$ cat src/rtl/scan_mux_pkg.sv
// Shared mux constants and index helpers used by scan_mux and its channel picker.
// Pure functions and constants only; no logic or timing of its own.
package mux_pkg;

   localparam logic MODE_MANUAL = 1'b0;
   localparam logic MODE_SCAN   = 1'b1;

   // Index width for n channels, never narrower than one bit.
   function automatic int clog2(input int n);
      return (n <= 2) ? 1 : $clog2(n);
   endfunction

   // Circular successor, explicit so non-power-of-two channel counts wrap correctly.
   function automatic int wrap_inc(input int idx, input int n);
      return (idx + 1 >= n) ? 0 : idx + 1;
   endfunction

endpackage

$ cat src/rtl/scan_mux_if.sv
// Channel-side and output-side handshake bundle for scan_mux; master drives inputs, slave is the mux.
// No storage; ready/valid semantics are set by the attached mux.
interface scan_mux_if import mux_pkg::*; #(
   parameter int N_CH  = 16,
   parameter int WIDTH = 1
);
   localparam int SEL_W = clog2(N_CH);

   logic                  mode;
   logic [SEL_W-1:0]      sel;
   logic [N_CH*WIDTH-1:0] in_data;
   logic [N_CH-1:0]       in_valid;
   logic [N_CH-1:0]       in_ready;
   logic [WIDTH-1:0]      out_data;
   logic [SEL_W-1:0]      out_ch;
   logic                  out_valid;
   logic                  out_ready;

   modport master (
      output mode, sel, in_data, in_valid, out_ready,
      input  in_ready, out_data, out_ch, out_valid
   );

   modport slave (
      input  mode, sel, in_data, in_valid, out_ready,
      output in_ready, out_data, out_ch, out_valid
   );

endinterface

$ cat src/rtl/scan_mux_rr_pick.sv
// rr_pick: combinational circular first-set finder over a request vector, starting at i_start.
// Zero latency; o_found low when no request bit is set.
module rr_pick import mux_pkg::*; #(
   parameter int N_CH  = 16,
   parameter int SEL_W = clog2(N_CH)
) (
   input  logic [N_CH-1:0]  i_req,
   input  logic [SEL_W-1:0] i_start,
   output logic [SEL_W-1:0] o_idx,
   output logic             o_found
);

   always_comb begin
      o_idx   = '0;
      o_found = 1'b0;
      for (int k = 0; k < N_CH; k++) begin
         int j;
         j = int'(i_start) + k;
         if (j >= N_CH) j = j - N_CH;
         if (!o_found && i_req[j]) begin
            o_found = 1'b1;
            o_idx   = SEL_W'(j);
         end
      end
   end

endmodule

$ cat src/rtl/scan_mux.sv
// scan_mux: registered N:1 mux, manual select or round-robin scan (SCAN_MUX_SKIP_IDLE_EN: scan skips idle channels).
// Latency 1 cycle, 1 word/cycle; stall on !out_ready freezes output and pointer with all in_ready low.
module scan_mux import mux_pkg::*; #(
   parameter int N_CH  = 16,
   parameter int WIDTH = 1
) (
   input  logic       clk,
   input  logic       rst,
   scan_mux_if.slave  bus
);

   localparam int SEL_W = clog2(N_CH);

   logic             r_out_valid;
   logic [WIDTH-1:0] r_out_data;
   logic [SEL_W-1:0] r_out_ch;
   logic [SEL_W-1:0] r_ptr;

   logic             w_load;
   logic             w_cand_ok;
   logic [SEL_W-1:0] w_cand;
   logic             w_cand_vld;
   logic [WIDTH-1:0] w_cand_dat;
   logic [N_CH-1:0]  w_rdy;
   logic             w_ptr_adv;
   logic [SEL_W-1:0] w_ptr_nxt;

   assign w_load = !r_out_valid || bus.out_ready;

`ifdef SCAN_MUX_SKIP_IDLE_EN
   logic [SEL_W-1:0] w_pick_idx;
   logic             w_pick_found;

   rr_pick #(.N_CH(N_CH), .SEL_W(SEL_W)) u_pick (
      .i_req   (bus.in_valid),
      .i_start (r_ptr),
      .o_idx   (w_pick_idx),
      .o_found (w_pick_found)
   );

   always_comb begin
      w_cand    = bus.sel;
      w_cand_ok = int'(bus.sel) < N_CH;
      if (bus.mode == MODE_SCAN) begin
         w_cand    = w_pick_idx;
         w_cand_ok = w_pick_found;
      end
   end
`else
   always_comb begin
      w_cand    = bus.sel;
      w_cand_ok = int'(bus.sel) < N_CH;
      if (bus.mode == MODE_SCAN) begin
         w_cand    = r_ptr;
         w_cand_ok = 1'b1;
      end
   end
`endif

   // Loop-built select keeps out-of-range sel from ever indexing past the bus.
   always_comb begin
      w_cand_vld = 1'b0;
      w_cand_dat = '0;
      w_rdy      = '0;
      for (int c = 0; c < N_CH; c++) begin
         if (w_cand_ok && int'(w_cand) == c) begin
            w_cand_vld = bus.in_valid[c];
            w_cand_dat = bus.in_data[c*WIDTH +: WIDTH];
         end
      end
      for (int c = 0; c < N_CH; c++) begin
         w_rdy[c] = w_load && w_cand_vld && !rst && (int'(w_cand) == c);
      end
   end

   // Scan slot is spent on every load, whether or not the slot's channel had data.
   assign w_ptr_adv = w_load && (bus.mode == MODE_SCAN) && w_cand_ok;
   assign w_ptr_nxt = SEL_W'(wrap_inc(int'(w_cand), N_CH));

   always_ff @(posedge clk) begin
      if (rst) begin
         r_out_valid <= 1'b0;
         r_out_data  <= '0;
         r_out_ch    <= '0;
         r_ptr       <= '0;
      end else begin
         if (w_load) begin
            r_out_valid <= w_cand_vld;
            if (w_cand_vld) begin
               r_out_data <= w_cand_dat;
               r_out_ch   <= w_cand;
            end
         end
         if (w_ptr_adv) r_ptr <= w_ptr_nxt;
      end
   end

   assign bus.in_ready  = w_rdy;
   assign bus.out_valid = r_out_valid;
   assign bus.out_data  = r_out_data;
   assign bus.out_ch    = r_out_ch;

endmodule

$ cat src/flat_wrapper.sv
// flat-port wrapper written by rule: the top's interface ports become plain ports
module scan_mux_flat import mux_pkg::*;
#(
   parameter int N_CH  = 16,
   parameter int WIDTH = 1
)
  (clk, rst, bus_mode, bus_sel, bus_in_data, bus_in_valid, bus_out_ready, bus_in_ready, bus_out_data, bus_out_ch, bus_out_valid);
  scan_mux_if #(.N_CH(N_CH), .WIDTH(WIDTH)) bus_i ();
  input  logic clk;
  input  logic rst;
  input wire logic [$bits(bus_i.mode)-1:0] bus_mode;
  input wire logic [$bits(bus_i.sel)-1:0] bus_sel;
  input wire logic [$bits(bus_i.in_data)-1:0] bus_in_data;
  input wire logic [$bits(bus_i.in_valid)-1:0] bus_in_valid;
  input wire logic [$bits(bus_i.out_ready)-1:0] bus_out_ready;
  output wire logic [$bits(bus_i.in_ready)-1:0] bus_in_ready;
  output wire logic [$bits(bus_i.out_data)-1:0] bus_out_data;
  output wire logic [$bits(bus_i.out_ch)-1:0] bus_out_ch;
  output wire logic [$bits(bus_i.out_valid)-1:0] bus_out_valid;
  assign bus_i.mode = bus_mode;
  assign bus_i.sel = bus_sel;
  assign bus_i.in_data = bus_in_data;
  assign bus_i.in_valid = bus_in_valid;
  assign bus_i.out_ready = bus_out_ready;
  assign bus_in_ready = bus_i.in_ready;
  assign bus_out_data = bus_i.out_data;
  assign bus_out_ch = bus_i.out_ch;
  assign bus_out_valid = bus_i.out_valid;
  scan_mux #(.N_CH(N_CH), .WIDTH(WIDTH)) u_core (.clk(clk), .rst(rst), .bus(bus_i));
endmodule
$ cat config.mk
export PLATFORM = sky130hd
export DESIGN_NAME = scan_mux_flat
export DESIGN_NICKNAME = d
export VERILOG_FILES = /design/src/rtl/scan_mux_pkg.sv /design/src/rtl/scan_mux_if.sv /design/src/rtl/scan_mux_rr_pick.sv /design/src/rtl/scan_mux.sv /design/src/flat_wrapper.sv
export SDC_FILE = /design/constraint.sdc
export NUM_CORES = 1
export LEC_CHECK = 0
export BUFFER_PORTS_ARGS = -buffer_cell sky130_fd_sc_hd__buf_2
export CORE_MARGIN = 1
export CORE_UTILIZATION = 45
export DETAILED_ROUTE_END_ITERATION = 8
export PLACE_DENSITY = 0.76
export SLEW_MARGIN = 20
export SYNTH_ARGS = -nofsm -noshare
export SYNTH_HDL_FRONTEND = slang
export SYNTH_SLANG_ARGS = --single-unit
$ cat constraint.sdc
create_clock -name clk -period 6.2 [get_ports clk]
set_clock_uncertainty 0.05 [all_clocks]
set_input_delay 0.62 -clock clk [delete_from_list [all_inputs] [get_ports clk]]
set_output_delay 0.62 -clock clk [all_outputs]
set_load 0.005 [all_outputs]
==> results by group <==
Global route
  • Pin count of the biggest net entering global routing: 21
  • First-pass GRT wire length: between 5000 and 6000 um
  • Number of antenna violations at the first check in global routing: 0
  • Number of global-route vias before repair: 1230
  • GRT Residual Overflow: 0
  • Gr usage total: 25.0%

STA
  • Slew @ Worst Pin: 0.656 ns
  • FMAX: ~0.23 GHz
  • Final cycle utilization of the critical path: 69.8%
  • Setup-failing EPs final: 0
  • Final hold vios: 0
  • Final worst path period need: approximately 4.3 ns
  • Final setup TNS: 0 ns
  • Worst rel slew slack: a little under three fifths
  • WHS: 0.434 ns
  • Final Max Tran Viols: 0
  • RSZ-0062 raised after global routing: false

Finish
  • Layout cell share with drive strength beyond 1: 38.4%
  • N_diodes: 0
  • Final #Nets: around 270
  • Area grow syn2layout: 23.9%

Worst setup path
  • Reg2reg start: u_core.r_ptr[0]
  • Worst path cell trace: buf_2 > mux2i_1 > inv_1 > ha_1 > nor2_1 > o311ai_0 > a221oi_4 > o21ai_2 > a21oi_2 > nor3_1 > buf_2
  • Worst-path fanout max: 20
  • Crit path largest cell delay: 0.49 ns
  • CP Launch Type: input pin
  • CP max stage cell: mux2i_1
  • Cell mode on critical path: buf_2
  • CP endpoint kind: primary output
  • WP buf/inv: 3
  • Family with the most delay on the worst path: compound AO/OA/AOI/OAI gates
  • Worst setup path startpoint: bus_mode
  • Critical Path AT: 3.66 ns
  • WS Path Type: input pin to primary output
  • WP data required: 5.53 ns

Floorplan
  • DIE HEIGHT: 55.1 um
  • Initial Util: about half
  • Rows: 18
  • Die area: 0.00303 mm2
  • Core area: 0.00257 mm2
  • Die X: 55.1 um
  • IO Count: 62

Clocking
  • Worst-path clk slew: 0.06 ns
  • Insertion delay to the later sink of the worst-skew pair: 0.26 ns
  • CTS Sinks: 10
  • CTS tree: yes
  • Post-CTS Resized: 0
  • CTS H-tree lvls: 1
  • CTS Buf Count: 3
  • Max clock buf depth: 2
  • Hold buffer count at CTS: 0
  • Setup Fix Bufs, Post-CTS: 0
  • Root Buffer: clkbuf_4

Placed design
  • Gpl congestion: between 0.8 and 0.9
  • Half-perimeter wire length after placement: 2760 um
  • I/O Buffers: a little over 60

Power and ir drop
  • Peak VDD IR: 150 uV
  • Power Total: 0.000286 W
  • Pwr/cell area: around 180 mW/mm2
  • Pleak: 0.717 nW

Logic synthesis
  • Yosys top cell area share: around 16%
  • Top cells by count, synth: 16 x nand2_1, 15 x a21oi_1, 14 x nor3_1, 12 x nor2_1, 10 x dfxtp_1
  • Top-count cell post-synth: nand2_1
  • Ranking of synthesized cells by area: dfxtp_1 16%, a21oi_1 5.9%, nor3_1 5.5%, a211oi_1 5.3%, nand2_1 4.7%
  • Mapped Cells: 169
  • Post-synth EDFFs: 0
  • Netlist cell types: 55
  • Syn nets: between 200 and 250
  • Leading area contributor after synthesis: dfxtp_1
  • Synth warnings: 0
  • Main synth FF type: dfxtp_1
  • Cell Area, Synth: 0.00127 mm2
  • Register area share after synthesis: 15.8%
  • Flops & latches, synth: 10
  • Async S/R FF share, synth: 0%
  • Post-synthesis average cell area: 7.50 um2

Routing
  • Via count: approximately 1400
  • Final wirelength: 3750 um
  • Routed len/inst: ~15 um
  • First drt pass iteration count: 4
  • Via density per instance: 5.70
  • Number of remaining DRC errors: 0
  • ANT nets after route: 0
  • Initial DRC count: 34

Outcome
  • Outcome: complete, no violations

Worst hold path
  • Hold Crit Class: flip-flop to flip-flop
  • Hold path start: u_core.bus.out_ch[3]

Job
  • Max-cap viol count: 0
==> metal layers <==
metal,vias to the layer above,GRT usage (%),share of wire (%)
li1,746,-,-
met1,637,32.4,47
met2,63,42.0,47
met3,2,2.46,6.3
met4,0,10.4,0.19
met5,-,0,0
==> layout make-up <==
class | count | area (um2)
Tap cell | 30 | 37.5
Inverter | 7 | 26.3
Fill cell | 253 | 997
Clock buffer | 4 | 36.3
Timing Repair Buffer | 61 | 305
Sequential cell | 10 | 200
Multi-Input combinational cell | 142 | 965
==> state kept, by name, summed over array words and instances (netlist names) <==
register and flops:
u_core.bus.out_ch 4, u_core.bus.out_data 1, u_core.bus.out_valid 1, u_core.r_ptr 4
==> where the power goes <==
group / switching [W] / internal (W) / total, W
Sequential: 0.00000584 / 0.0000744 / 0.0000803
Clock: 0.0000211 / 0.0000356 / 0.0000567
Combinational: 0.0000859 / 0.0000633 / 0.000149
Total: 0.000113 / 0.000173 / 0.000286
==> path summary, 6_finish.rpt <==
| check | to | slack, ns | depth (start not counted) |
|---|---|---|---|
| worst max-delay path | bus_in_ready[3] | 1.87 | 11 |
| worst min-delay path | u_core.bus.out_ch[3] | 0.43 | 1 |
| worst max register to register | u_core.bus.out_data | 3.12 | 9 |
| worst min register to register | u_core.bus.out_ch[3] | 0.43 | 1 |
==> cell usage in the layout, fill, tap and decap left out, types with 2 or more instances in the layout <==
cell type / synthesis / final
nand3b_1: 6 / 6
inv_1: 7 / 7
nand2_1: 16 / 16
a211oi_1: 9 / 9
o2bb2ai_1: 3 / 3
buf_2: 2 / 61
mux2i_1: 3 / 3
o32a_2: 2 / 2
a31oi_1: 2 / 2
o32ai_1: 2 / 2
ha_1: 4 / 4
nor2b_1: 4 / 4
and2_1: 2 / 2
a21oi_1: 15 / 15
mux2_2: 3 / 3
nand3_1: 3 / 3
nor3_1: 14 / 14
o21a_1: 3 / 3
nor3b_1: 2 / 2
o22ai_1: 3 / 3
nand2b_1: 2 / 2
nor2_1: 12 / 12
o21ai_0: 5 / 5
clkbuf_4: 0 / 3
dfxtp_1: 10 / 10
==> through the flow <==
stage | worst slack (ns) | std cells | instance area [um2] | utilization, %
after floorplan | 2.64 | 169 | 1270 | -
after global placement | 2.10 | 250 | 1530 | 59.7
after detailed placement | 1.94 | 250 | 1530 | 59.7
after CTS | 1.94 | 254 | 1570 | 61.2
after global routing | 1.59 | 254 | 1570 | 61.2
final | 1.87 | 254 | 1570 | 61.2
==> cell families (layout without fill, tap and decap cells) <==
group | count (synthesis) | after routing | synth area share, %
AOI/OAI and AO/OA | 58 | 58 | 34.5
xor gates and xnor gates | 1 | 1 | 0.691
adders and majority gates | 4 | 4 | 3.95
buffers and inverters | 17 | 72 | 8.09
DFF | 10 | 10 | 15.8
muxes | 7 | 7 | 6.22
and+or+nand+nor | 72 | 72 | 30.8
==> worst reg2reg max path, delay by kind of cell, from the launching register on <==
kind	cells	cell delay [ns]
AOI/OAI and AO/OA	3	0.67
adders and majority gates	1	0.46
muxes	2	0.71
buffers and inverters	1	0.15
and+or+nand+nor	2	0.60
DFF	1	0.32
No activity file was read; power rests on OpenSTA's default activity.
